--- config.mk ---
export PLATFORM = sky130hd
export DESIGN_NAME = mem_port_arbiter
export DESIGN_NICKNAME = d
export VERILOG_FILES = /design/src/rtl/mem_port_arbiter_pkg.sv /design/src/rtl/mem_port_arbiter_rr_arbiter.sv /design/src/rtl/mem_port_arbiter.sv
export SDC_FILE = /design/constraint.sdc
export NUM_CORES = 1
export LEC_CHECK = 0
export ABC_AREA = 1
export BUFFER_PORTS_ARGS = -buffer_cell sky130_fd_sc_hd__buf_2
export CORE_AREA = 3 3 161 163
export DETAILED_ROUTE_END_ITERATION = 8
export DIE_AREA = 0 0 164 166
export SLEW_MARGIN = 20
export SYNTH_ARGS = -nofsm -noshare
export SYNTH_HDL_FRONTEND = slang
export SYNTH_SLANG_ARGS = --single-unit
--- constraint.sdc ---
create_clock -name clk -period 3.71 [get_ports clk]
set_input_delay 0.742 -clock clk [delete_from_list [all_inputs] [get_ports clk]]
set_output_delay 0.742 -clock clk [all_outputs]
set_load 0.1 [all_outputs]
--- src/rtl/mem_port_arbiter_pkg.sv ---
// Shared definitions for the main-memory port: widths, size encoding, requester ids
// and the request record handed to the memory port.
package mem_port_arbiter_pkg;

    localparam int ADDR_WIDTH             = 32;
    localparam int WORD_WIDTH             = 32;
    localparam int ICACHE_DATA_BLOCK_SIZE = 64;

    // One-hot access size, {Word, Halfword, Byte}
    localparam logic [2:0] SIZE_BYTE = 3'b001;
    localparam logic [2:0] SIZE_HALF = 3'b010;
    localparam logic [2:0] SIZE_WORD = 3'b100;

    typedef enum logic [1:0] {
        PORT_IFU = 2'd0,
        PORT_LD  = 2'd1,
        PORT_ST  = 2'd2
    } port_id_e;

    typedef struct packed {
        logic [ADDR_WIDTH-1:0] addr;
        logic                  wr;
        logic [2:0]            size;
        logic [WORD_WIDTH-1:0] wdata;
        port_id_e              port;
    } mem_req_t;

endpackage

--- src/rtl/mem_port_arbiter_rr_arbiter.sv ---
// Round-robin picker: first set request at or after ptr, wrapping modulo N.
// Purely combinational so it can be reused for issue select.
module rr_arbiter #(
    parameter int N     = 3,
    parameter int PTR_W = (N > 1) ? $clog2(N) : 1
) (
    input  logic [N-1:0]     req,
    input  logic [PTR_W-1:0] ptr,
    output logic [N-1:0]     grant
);

    logic [2*N-1:0] req_dbl;
    logic [N-1:0]   req_rot;
    logic [N-1:0]   grant_rot;
    logic [2*N-1:0] grant_dbl;

    // Rotate so ptr lands on bit 0, isolate the lowest set bit, rotate back.
    assign req_dbl   = {req, req} >> ptr;
    assign req_rot   = req_dbl[N-1:0];
    assign grant_rot = req_rot & ~(req_rot - N'(1));
    assign grant_dbl = {grant_rot, grant_rot} << ptr;
    assign grant     = grant_dbl[2*N-1:N];

endmodule

--- src/rtl/mem_port_arbiter.sv ---
// N-requester arbiter for the single main-memory port: round-robin grant into one
// registered request slot, in-order read-response routing, per-port read squash.
module mem_port_arbiter
    import mem_port_arbiter_pkg::*;
#(
    parameter int N_PORTS   = 3,
    parameter int ADDR_W    = ADDR_WIDTH,
    parameter int WORD_W    = WORD_WIDTH,
    parameter int BLOCK_W   = ICACHE_DATA_BLOCK_SIZE,
    parameter int MAX_OUTST = 4,
    localparam int PORT_W   = $clog2(N_PORTS),
    localparam int CNT_W    = $clog2(MAX_OUTST) + 1,
    localparam int PTR_W    = $clog2(MAX_OUTST)
) (
    input  logic                        clk,
    input  logic                        rst_aL,
    input  logic [N_PORTS-1:0]          req_valid,
    output logic [N_PORTS-1:0]          req_ready,
    input  logic [N_PORTS*ADDR_W-1:0]   req_addr,
    input  logic [N_PORTS-1:0]          req_wr,
    input  logic [N_PORTS*3-1:0]        req_size,
    input  logic [N_PORTS*WORD_W-1:0]   req_wdata,
    input  logic [N_PORTS-1:0]          flush,
    output logic                        mem_req_valid,
    input  logic                        mem_req_ready,
    output logic [ADDR_W-1:0]           mem_req_addr,
    output logic                        mem_req_wr,
    output logic [2:0]                  mem_req_size,
    output logic [WORD_W-1:0]           mem_req_wdata,
    output logic [PORT_W-1:0]           mem_req_port,
    input  logic                        mem_resp_valid,
    input  logic [BLOCK_W-1:0]          mem_resp_data,
    output logic [N_PORTS-1:0]          resp_valid,
    output logic [BLOCK_W-1:0]          resp_data,
    output logic [CNT_W-1:0]            outst_cnt,
    output logic                        resp_err
);

    typedef struct packed {
        logic [ADDR_W-1:0] addr;
        logic              wr;
        logic [2:0]        size;
        logic [WORD_W-1:0] wdata;
        logic [PORT_W-1:0] port;
    } slot_t;

    logic                 slot_valid_reg;
    slot_t                slot_reg;
    logic [PORT_W-1:0]    rr_ptr_reg;
    logic [CNT_W-1:0]     cnt_reg;
    logic [PTR_W-1:0]     wr_ptr_reg;
    logic [PTR_W-1:0]     rd_ptr_reg;
    logic [PORT_W-1:0]    fifo_port_reg [MAX_OUTST];
    logic [MAX_OUTST-1:0] fifo_squash_reg;

    logic [N_PORTS-1:0]   eligible;
    logic [N_PORTS-1:0]   arb_grant;
    logic [N_PORTS-1:0]   grant;
    logic                 slot_free;
    logic                 any_grant;
    logic                 cnt_full;
    logic                 push;
    logic                 pop;
    slot_t                grant_req;
    logic [PORT_W-1:0]    rr_ptr_next;
    logic [PORT_W-1:0]    head_port;
    logic                 head_squash;

    assign slot_free = !slot_valid_reg || mem_req_ready;
    assign cnt_full  = (cnt_reg >= CNT_W'(MAX_OUTST));

    // Reset gates the combinational outputs so nothing is offered while rst_aL is low.
    for (genvar gi = 0; gi < N_PORTS; gi++) begin : g_port
        assign eligible[gi]   = rst_aL && req_valid[gi] && !flush[gi] && (req_wr[gi] || !cnt_full);
        assign resp_valid[gi] = rst_aL && pop && !head_squash && !flush[head_port]
                                && (head_port == PORT_W'(gi));
    end

    rr_arbiter #(
        .N     (N_PORTS),
        .PTR_W (PORT_W)
    ) u_rr_arbiter (
        .req   (eligible),
        .ptr   (rr_ptr_reg),
        .grant (arb_grant)
    );

    assign grant     = slot_free ? arb_grant : '0;
    assign req_ready = grant;
    assign any_grant = |grant;

    always_comb begin
        grant_req = '0;
        for (int i = 0; i < N_PORTS; i++) begin
            if (grant[i]) begin
                grant_req.addr  = req_addr[i*ADDR_W +: ADDR_W];
                grant_req.wr    = req_wr[i];
                grant_req.size  = req_size[i*3 +: 3];
                grant_req.wdata = req_wdata[i*WORD_W +: WORD_W];
                grant_req.port  = PORT_W'(i);
            end
        end
    end

    assign rr_ptr_next = (grant_req.port == PORT_W'(N_PORTS - 1)) ? '0
                                                                  : grant_req.port + PORT_W'(1);

    assign push        = any_grant && !grant_req.wr;
    assign pop         = mem_resp_valid && (cnt_reg != '0);
    assign head_port   = fifo_port_reg[rd_ptr_reg];
    assign head_squash = fifo_squash_reg[rd_ptr_reg];

    assign resp_err  = rst_aL && mem_resp_valid && (cnt_reg == '0);
    assign resp_data = mem_resp_data;
    assign outst_cnt = cnt_reg;

    assign mem_req_valid = slot_valid_reg;
    assign mem_req_addr  = slot_reg.addr;
    assign mem_req_wr    = slot_reg.wr;
    assign mem_req_size  = slot_reg.size;
    assign mem_req_wdata = slot_reg.wdata;
    assign mem_req_port  = slot_reg.port;

    always_ff @(posedge clk or negedge rst_aL) begin
        if (!rst_aL) begin
            slot_valid_reg <= 1'b0;
            slot_reg       <= '0;
            rr_ptr_reg     <= '0;
            cnt_reg        <= '0;
            wr_ptr_reg     <= '0;
            rd_ptr_reg     <= '0;
        end else begin
            if (slot_free) begin
                slot_valid_reg <= any_grant;
                if (any_grant) begin
                    slot_reg <= grant_req;
                end
            end
            if (any_grant) begin
                rr_ptr_reg <= rr_ptr_next;
            end
            if (push) begin
                wr_ptr_reg <= wr_ptr_reg + PTR_W'(1);
            end
            if (pop) begin
                rd_ptr_reg <= rd_ptr_reg + PTR_W'(1);
            end
            cnt_reg <= cnt_reg + CNT_W'(push) - CNT_W'(pop);
        end
    end

    // Flush marks every matching entry; a flush on the pushing port also squashes the new entry.
    always_ff @(posedge clk or negedge rst_aL) begin
        if (!rst_aL) begin
            for (int i = 0; i < MAX_OUTST; i++) begin
                fifo_port_reg[i] <= '0;
            end
            fifo_squash_reg <= '0;
        end else begin
            for (int i = 0; i < MAX_OUTST; i++) begin
                if (push && (wr_ptr_reg == PTR_W'(i))) begin
                    fifo_port_reg[i]   <= grant_req.port;
                    fifo_squash_reg[i] <= flush[grant_req.port];
                end else if (flush[fifo_port_reg[i]]) begin
                    fifo_squash_reg[i] <= 1'b1;
                end
            end
        end
    end

endmodule
==> Word level (Yosys, flattened, before mapping) <==
Index checks and enable logic that the tools add are counted.
{ "totals": {"inputBits": 278, "regBits": 92, "output_inout_bits": 145} }
{ "op_classes": {"n_shift": 2, "addsub": 6, "eq_ne": 6, "muxes": 30, "magnitude_cmp": 9, "bitwise_logic": 3, "reduce_logical": 45} }
{ "op_table": {"columns": ["cell", "n"], "rows": [
  ["two-way mux 70 bit", 3],
  ["logical AND 1 bit", 23],
  ["< comparator 2 x 3 -> 1 bit (second input constant)", 7],
  ["two-way mux 1 bit", 15],
  ["binary-select mux 1 bit (select 2 bit)", 7],
  ["== test 2 bit (second input constant)", 4],
  ["zero test 1 bit", 8],
  ["nonzero test 2 bit", 4],
  ["adder 2 x 1 -> 2 bit (second input constant)", 3],
  ["greater-or-equal comparator 3 bit (second input constant)", 2],
  ["two-way mux 2 bit", 3],
  ["<< shifter 6 x 2 -> 6 bit", 1],
  ["right shift 6 x 2 -> 3 bit", 1],
  ["binary-select mux 2 bit (select 2 bit)", 1],
  ["== test 2 x 1 -> 1 bit (second input constant)", 2],
  ["zero test 2 bit", 2],
  ["logical OR 1 bit", 4],
  ["adder 3 x 1 -> 3 bit", 1],
  ["AND 3 bit", 1],
  ["zero test 3 bit", 1],
  ["two-way mux 3 bit", 1],
  ["inverter 2 -> 3 bit", 1],
  ["inverter 3 bit", 1],
  ["nonzero test 3 bit", 1],
  ["other kinds (4)", 4]
]} }

==> Logic depth before layout (Yosys ltp) <==
Gate-level depths: netlist (run 1).
{ "depth": {"depth_word": 17, "mapped_depth": 20, "depth_no_buf": 20} }

==> Hierarchy <==
Synthesis (run 1) repeated with hierarchy kept, for this count alone.
{ "unflattened": {"cells_unflattened": 752, "area_unflattened_um2": 5551.6} }
{ "modules_own_cells": {"columns": ["mod", "cells_each", "seq_area_each_um2", "instances", "area_per_inst_um2"], "rows": [
  ["mem_port_arbiter", 712, 2302.2, 1, 5353.9],
  ["rr_arbiter", 40, 0.0, 1, 197.7]
]} }

==> Worst setup path after synthesis (run 1) <==
OpenSTA, ideal clock, no wires.
{ "synth_timing": {"path_type": "register -> output", "from": "reg cnt_reg[2] (netlist: outst_cnt[2])", "to": "out resp_valid[0]", "t_arrival_ns": 2.889, "setup_slack_ns": 0.079, "required_ns": 2.968, "stages_incl_launch_ff": 7, "path_cell_list": "dfrtp_1 nor3_1 nor2_1 nand4_1 nor2_1 inv_1 nor2_1"} }
{ "synth_via": {"elab_chain_cells": 6} }
{ "synth_lines": {"columns": ["item", "line_no", "rtl"], "rows": [
  ["from (decl)", "mem_port_arbiter.sv:50", "logic [CNT_W-1:0] cnt_reg;"],
  ["from (signal assigned)", "mem_port_arbiter.sv:148", "cnt_reg <= cnt_reg + CNT_W'(push) - CNT_W'(pop);"],
  ["nonzero test 3 bit", "mem_port_arbiter.sv:109", "assign pop = mem_resp_valid && (cnt_reg != '0);"],
  ["logical AND 1 bit", "mem_port_arbiter.sv:109", null],
  ["named net pop", "mem_port_arbiter.sv:63", "logic pop;"],
  ["logical AND 1 bit (3 in a row)", "mem_port_arbiter.sv:75", "assign resp_valid[gi] = rst_aL && pop && !head_squash && !flush[head_port]"],
  ["logical AND 1 bit", "mem_port_arbiter.sv:76", "&& (head_port == PORT_W'(gi));"],
  ["to (decl)", "mem_port_arbiter.sv:33", "output logic [N_PORTS-1:0] resp_valid,"]
]} }
The timed path passes the listed nets, and every way through them passes these cells.

==> Final worst setup path (run 1) <==
{ "layout_timing": {"from": "reg rd_ptr_reg[0]", "to": "out resp_valid[1]"} }
{ "layout_via": {"elab_chain_cells": 9} }
{ "layout_lines": {"columns": ["item", "line_no", "rtl"], "rows": [
  ["from (decl)", "mem_port_arbiter.sv:52", "logic [PTR_W-1:0] rd_ptr_reg;"],
  ["from (signal assigned)", "mem_port_arbiter.sv:146", "rd_ptr_reg <= rd_ptr_reg + PTR_W'(1);"],
  ["inverter 2 -> 3 bit (not written as such)", "mem_port_arbiter.sv:110", "assign head_port = fifo_port_reg[rd_ptr_reg];"],
  ["binary-select mux 2 bit (select 2 bit)", "mem_port_arbiter.sv:110", null],
  ["two-way mux 2 bit (not written as such) (2 in a row)", "mem_port_arbiter.sv:110", null],
  ["binary-select mux 1 bit (select 2 bit)", "mem_port_arbiter.sv:75", null],
  ["two-way mux 1 bit (not written as such)", "mem_port_arbiter.sv:75", null],
  ["zero test 1 bit", "mem_port_arbiter.sv:75", null],
  ["logical AND 1 bit", "mem_port_arbiter.sv:75", null],
  ["logical AND 1 bit (*)", "mem_port_arbiter.sv:76", null]
]} }
Every way passes the cells marked *; elsewhere a longest branch is shown, timed or not. The select of a mux whose other input is x is not followed.

==> impl_metrics.yaml, run 1 <==
yosys:
  syn_nets: 1007
  synth_cell_type_count: 30
  syn-mean-instance-area_um2: 7.55
  yosysTopAreaCellShare_pct: 42.3
  ys_seq_area_share_pct: 42.3
  synth_area_leaders: "dfrtp_1, nand2_1, buf_4"
  synth_warnings: 0
  netlist_area_um2: 5450
  synth-seq-cells: 92
  synth_top_cell_by_area: "dfrtp_1"
  synthCells: 722
place:
  post-place-cells: 1248
  dp_slack_ps: 322
  place_hpwl_um: 14600
  io_buffers: 294
  gp_congestion: 0.857
sta:
  report.final.setup_viol: 0
  finClkSkew_ps: 9.96
  relSlewSlack_pct: 44.3
  finalHoldViolCount: 0
  tightest_slew_ps: 836
  post-route-min-period_ps: 3080
  finalSetupTns_ps: 0
  period_share_pct: 82.9
  fmax_mhz: 325
  setup_slack_ps: 635
  rsz0062_at_grt: "no"
  report.final.slew_viol_count: 0
clock_network:
  clock_latency_ps: 340
  cts-buffers-inserted: 9
  cts_tree: "done"
  cts_sinks: 92
  cts_setup_buffers: 0
  root_buffer: "clkbuf_16"
  ctsResizeCount: 0
  htree_levels: 3
  hold_buffers: 0
  clkTransAtPathRegs_ps: 80
  cts_buffer_depth: 2
die:
  io_pins: 423
  die_h_um: 166
  coreArea_um2: 24500
  fp-row-count: 57
  die_area_um2: 27200
  start_util_pct: 22.3
  die_width_um: 164
setup_path:
  cp-end-kind: "output port"
  crit_type: "reg -> out"
  timing.critical_path.required_ps: 2970
  critPathLaunchType: "register"
  cp-startpoint: "rd_ptr_reg[0]$_DFFE_PN0P_"
  arrival_ps: 2330
  r2r_slack_ps: 730
  r2r-start: "rr_ptr_reg[0]$_DFFE_PN0N_"
  critPathMaxFanout: 10
cells_and_area:
  fin_cells: 1264
  layout_commonest_cell: "nand2_1"
  mostFrequentLayoutCells: "nand2_1, buf_2, dfrtp_1"
  syn_to_final_growth_pct: 29.2
  antennaDiodeCount: 0
  layout-drive-gt1-share_pct: 35.6
  fin_util_pct: 28.8
  nNetsFinal: 1220
route:
  routed_wl_um: 19300
  via_per_inst: 4.39
  vias: 5549
  avgRoutedWirePerCell_um: 15.3
  first_pass_iters: 5
  drc_errors: 0
  drtAntennaViolNets: 0
  drt_iter0_drc: 269
grt:
  grt_pass1_wl_um: 29500
  grt_pass1_vias: 5403
  grt_usage_pct: 13.8
  grt.overflow.total: 0
  grt_max_degree: 72
  grt_antenna_before_repair: 0
outcome:
  status: "finished, final reports clean"
min_path:
  hold_class: "in -> async"
flow_run:
  cap_violations: 0
==> Yosys cell counts (all sizes together) <==
library cell,count
a21oi,5
a32o,1
and2,1
and3,1
buf,94
clkbuf,4
dfrtp,92
fa,1
ha,6
inv,33
nand2,338
nand3,29
nand4,78
nor2,14
nor3,5
o2111ai,1
o21ai,13
o21bai,2
o311ai,1
xnor2,2
xor2,1
==> critical path: stages, from the launching register on <==
cell and delay [ps]:
dfrtp_1 510, inv_1 150, nand2_1 90, a32o_1 200, nor2_1 90, nand2_1 90, nand4_1 110, nor2_1 150
inv_1 70, nor2_1 100, buf_2 440
==> routing by layer <==
layer / share of wire [%] / track usage [%] / routed length, µm
met1: 41 / 16.6 / 7960
met3: 7.7 / 3.74 / 1490
met5: 0 / 0 / 0
met4: 1.8 / 4.12 / 342
met2: 49 / 24.1 / 9500
==> kinds of logic after synthesis <==
| group | synth area share, % |
|---|---|
| and+or+nand+nor | 37.6 |
| buffers and inverters | 15.5 |
| DFF | 42.3 |
| AOI/OAI and AO/OA | 2.43 |
| adders and majority gates | 1.75 |
| xor gates and xnor gates | 0.482 |
==> layout make-up <==
class                      count  area, µm²
fill                        2706      17400
multi-input combinational    499       2300
sequential                    92       2300
timing repair buffer         300       1600
tap                          324        405
clock buffer                  10        229
inverter                      33        126
clock inverter                 6       71.3
==> through the flow <==
step	area (µm²)	hold slack, ps
after detailed placement	6740	466
after floorplan	5450	446
final	7040	479
after CTS	7040	476
after global placement	6740	463
after global routing	7040	503
==> final timing paths <==
check                                                 to  cells past startpoint
max                                        resp_valid[1]                     10
min                        mem_req_wdata[24]$_DFFE_PN0P_                      2
max reg2reg                       outst_cnt[2]$_DFF_PN0_                     17
min reg2reg                mem_req_wdata[10]$_DFFE_PN0P_                      2
max in group asynchronous   mem_req_addr[20]$_DFFE_PN0P_                      2
min in group clk           mem_req_wdata[10]$_DFFE_PN0P_                      2
Power of run 1 is not shown: default switching activity piles up to over one toggle a cycle in this logic, so the estimate is an artifact.
==> inputs of run 2 (changes only) <==
--- a/config.mk
+++ b/config.mk
@@ -7,9 +7,9 @@
 export LEC_CHECK = 0
 export ABC_AREA = 1
 export BUFFER_PORTS_ARGS = -buffer_cell sky130_fd_sc_hd__buf_2
-export CORE_AREA = 3 3 161 163
+export CORE_AREA = 3 3 163 165
 export DETAILED_ROUTE_END_ITERATION = 8
-export DIE_AREA = 0 0 164 166
+export DIE_AREA = 0 0 166 168
 export SLEW_MARGIN = 20
 export SYNTH_ARGS = -nofsm -noshare
 export SYNTH_HDL_FRONTEND = slang
==> constraint.sdc (replaced) <==
create_clock -name clk -period 2.8 [get_ports clk]
set_input_delay 0.56 -clock clk [delete_from_list [all_inputs] [get_ports clk]]
set_output_delay 0.56 -clock clk [all_outputs]
set_load 0.1 [all_outputs]
==> run 2 against run 1 <==
Effect of this change: count of clock-buffer cells in the layout grew 3; sequential cell count unchanged; wire length is 2.3% higher; worst setup slack worse by 580 ps; critical endpoint is now outst_cnt[1]$_DFF_PN0_; largest cell class unchanged.
==> impl_metrics.yaml, run 2 (synthesis gave the netlist of run 1 again) <==
place:
  dp_slack_ps: -159
  gp_congestion: 0.854
  place_hpwl_um: 14700
  io_buffers: 294
power:
  pwr-share-seq_pct: 20.3
  pwr-share-clk_pct: 10.6
  combPwrFrac_pct: 69.0
  leakage_nw: 3.79
  p_sw_mw: 7.60
  p_total_mw: 12.2
  p_int_mw: 4.55
  vdd_ir_drop_max_mv: 1.07
  power_density_nw_per_um2: 1640
  switching_share_pct: 62.5
setup_path:
  critPathBufInv: 3
  cpMostUsedCell: "nand2_4"
  arrival_ps: 2990
  timing.critical_path.required_ps: 3040
  crit_path_top_delay_cell: "dfrtp_4"
  critPathMaxFanout: 6
  critPathLaunchType: "register"
  cp-end-kind: "register"
  crit_chain: "nand2_4 > nand3_2 > nand3_4 > nand2_4 > nand4_1 > nand3_2 > nand3_1 > nand2_2 > nor2_4 > nand2_4 > ha_4 > inv_2 > ha_2 > inv_1 > fa_2 > inv_1"
  crit_type: "reg -> reg"
  r2r-start: "outst_cnt[2]$_DFF_PN0_"
  cp-startpoint: "outst_cnt[2]$_DFF_PN0_"
  critPathMaxStageDelay_ps: 540
  cp_top_family: "simple AND/OR/NAND/NOR gates"
clock_network:
  clkTransAtPathRegs_ps: 70
  hold_buffers: 0
  clock_latency_ps: 350
  htree_levels: 3
  cts_tree: "done"
  root_buffer: "clkbuf_16"
  cts-buffers-inserted: 9
  cts_buffer_depth: 2
  cts_sinks: 92
die:
  die_h_um: 168
  die_width_um: 166
  io_pins: 423
  die_area_um2: 27900
  start_util_pct: 21.6
  coreArea_um2: 25200
  fp-row-count: 58
grt:
  grt_max_degree: 72
  grt_usage_pct: 13.6
  grt_pass1_vias: 5590
  grt_antenna_before_repair: 2
  grt_pass1_wl_um: 30300
  grt.overflow.total: 0
sta:
  post-route-min-period_ps: 2750
  report.final.setup_viol: 0
  report.final.slew_viol_count: 0
  tightest_slew_ps: 673
  setup_slack_ps: 51.1
  period_share_pct: 98.2
  fmax_mhz: 364
  finalSetupTns_ps: 0
  rsz0062_at_grt: "yes"
  relSlewSlack_pct: 55.1
  timing.hold.ws_ps: 337
  finClkSkew_ps: 9.34
  finalHoldViolCount: 0
route:
  first_pass_iters: 4
  routed_wl_um: 19700
  drc_errors: 0
  avgRoutedWirePerCell_um: 15.3
  via_per_inst: 4.44
  vias: 5712
  drt_iter0_drc: 289
  drtAntennaViolNets: 0
cells_and_area:
  antennaDiodeCount: 0
  n_fill_cell: 2745
  nNetsFinal: 1237
  syn_to_final_growth_pct: 36.3
  layout_commonest_cell: "nand2_1"
  fin_util_pct: 29.5
  mostFrequentLayoutCells: "nand2_1, buf_2, dfrtp_1"
  layout-drive-gt1-share_pct: 39.8
min_path:
  hold_class: "in -> async"
flow_run:
  cap_violations: 0
outcome:
  status: "finished, final reports clean"
==> run 2: cell count changes in the layout (fill, tap and decap cells not counted), moves of 3 or more <==
cell / change
buf_4: +13
dfrtp_1: -5
nand3_1: -9
buf_12: +5
nand2_4: +5
nand3_2: +7
nor2_1: -3
nand2_2: +4
buf_6: +3
nand2_1: -9
buf_2: -4
dfrtp_2: +4
==> run 2: layout make-up <==
cell class              count  area [µm²]  share of cell area, %
repair buffers            317        1810                   24.4
clock buffers              13         260                   3.50
multi-input cells         499        2440                   32.9
clock inverters             3        46.3                  0.623
well taps                 330         413                   5.56
inverters                  33         141                   1.90
flip-flops and latches     92        2310                   31.1
==> run 2: timing repair <==
action / CTS / global route
endpoints found under the setup margin: 1 / 7
pin swaps: 0 / 9
resized for setup: 3 / 36
setup buffers: 0 / 4
endpoints found under the hold margin: 0 / 0
==> run 2: worst register-to-register path: cells and delay by family, from the launching register on <==
kind,cells,cell delay (ps)
DFF,1,540
and+or+nand+nor,10,1090
adders and majority gates,3,900
buffers and inverters,3,130
==> run 2: worst paths after layout <==
kind / slack (ps) / depth (start not counted) / endpoint
worst max-delay path: 50 / 16 / outst_cnt[1]$_DFF_PN0_
worst min-delay path: 340 / 2 / fifo_squash_reg[2]$_DFFE_PN0P_
worst max register to register: 50 / 16 / outst_cnt[1]$_DFF_PN0_
worst min register to register: 470 / 2 / mem_req_wr$_DFFE_PN0P_
max in group asynchronous: 1330 / 3 / outst_cnt[2]$_DFF_PN0_
min in group clk: 420 / 3 / mem_req_wdata[19]$_DFFE_PN0P_
==> run 2: stage by stage <==
| step | area [µm²] | std cells |
|---|---|---|
| after floorplan | 5470 | 722 |
| after global placement | 6940 | 1267 |
| after detailed placement | 6940 | 1267 |
| after CTS | 7250 | 1283 |
| after global routing | 7430 | 1287 |
| final | 7430 | 1287 |
==> run 2: routing by layer <==
layer	vias up	share of wire [%]	global-route usage, %	routed length (µm)
met4	4	2.5	4.88	492
li1	2736	-	-	-
met1	2639	39	15.7	7690
met2	299	50	23.8	9780
met5	-	0.11	0	21
met3	34	8.9	4.44	1750
==> run 2: power groups by stage <==
stage / Sequential (mW) / Combinational, mW / Clock, mW
final: 2.47 / 8.39 / 1.29
after global placement: 2.47 / 8.22 / 0
after detailed placement: 2.47 / 8.29 / 0
after global routing: 2.55 / 8.99 / 1.40
after CTS: 2.46 / 8.30 / 1.36
after floorplan: 6.25 / 3.20 / 0
(Power assumes the default switching activity.)
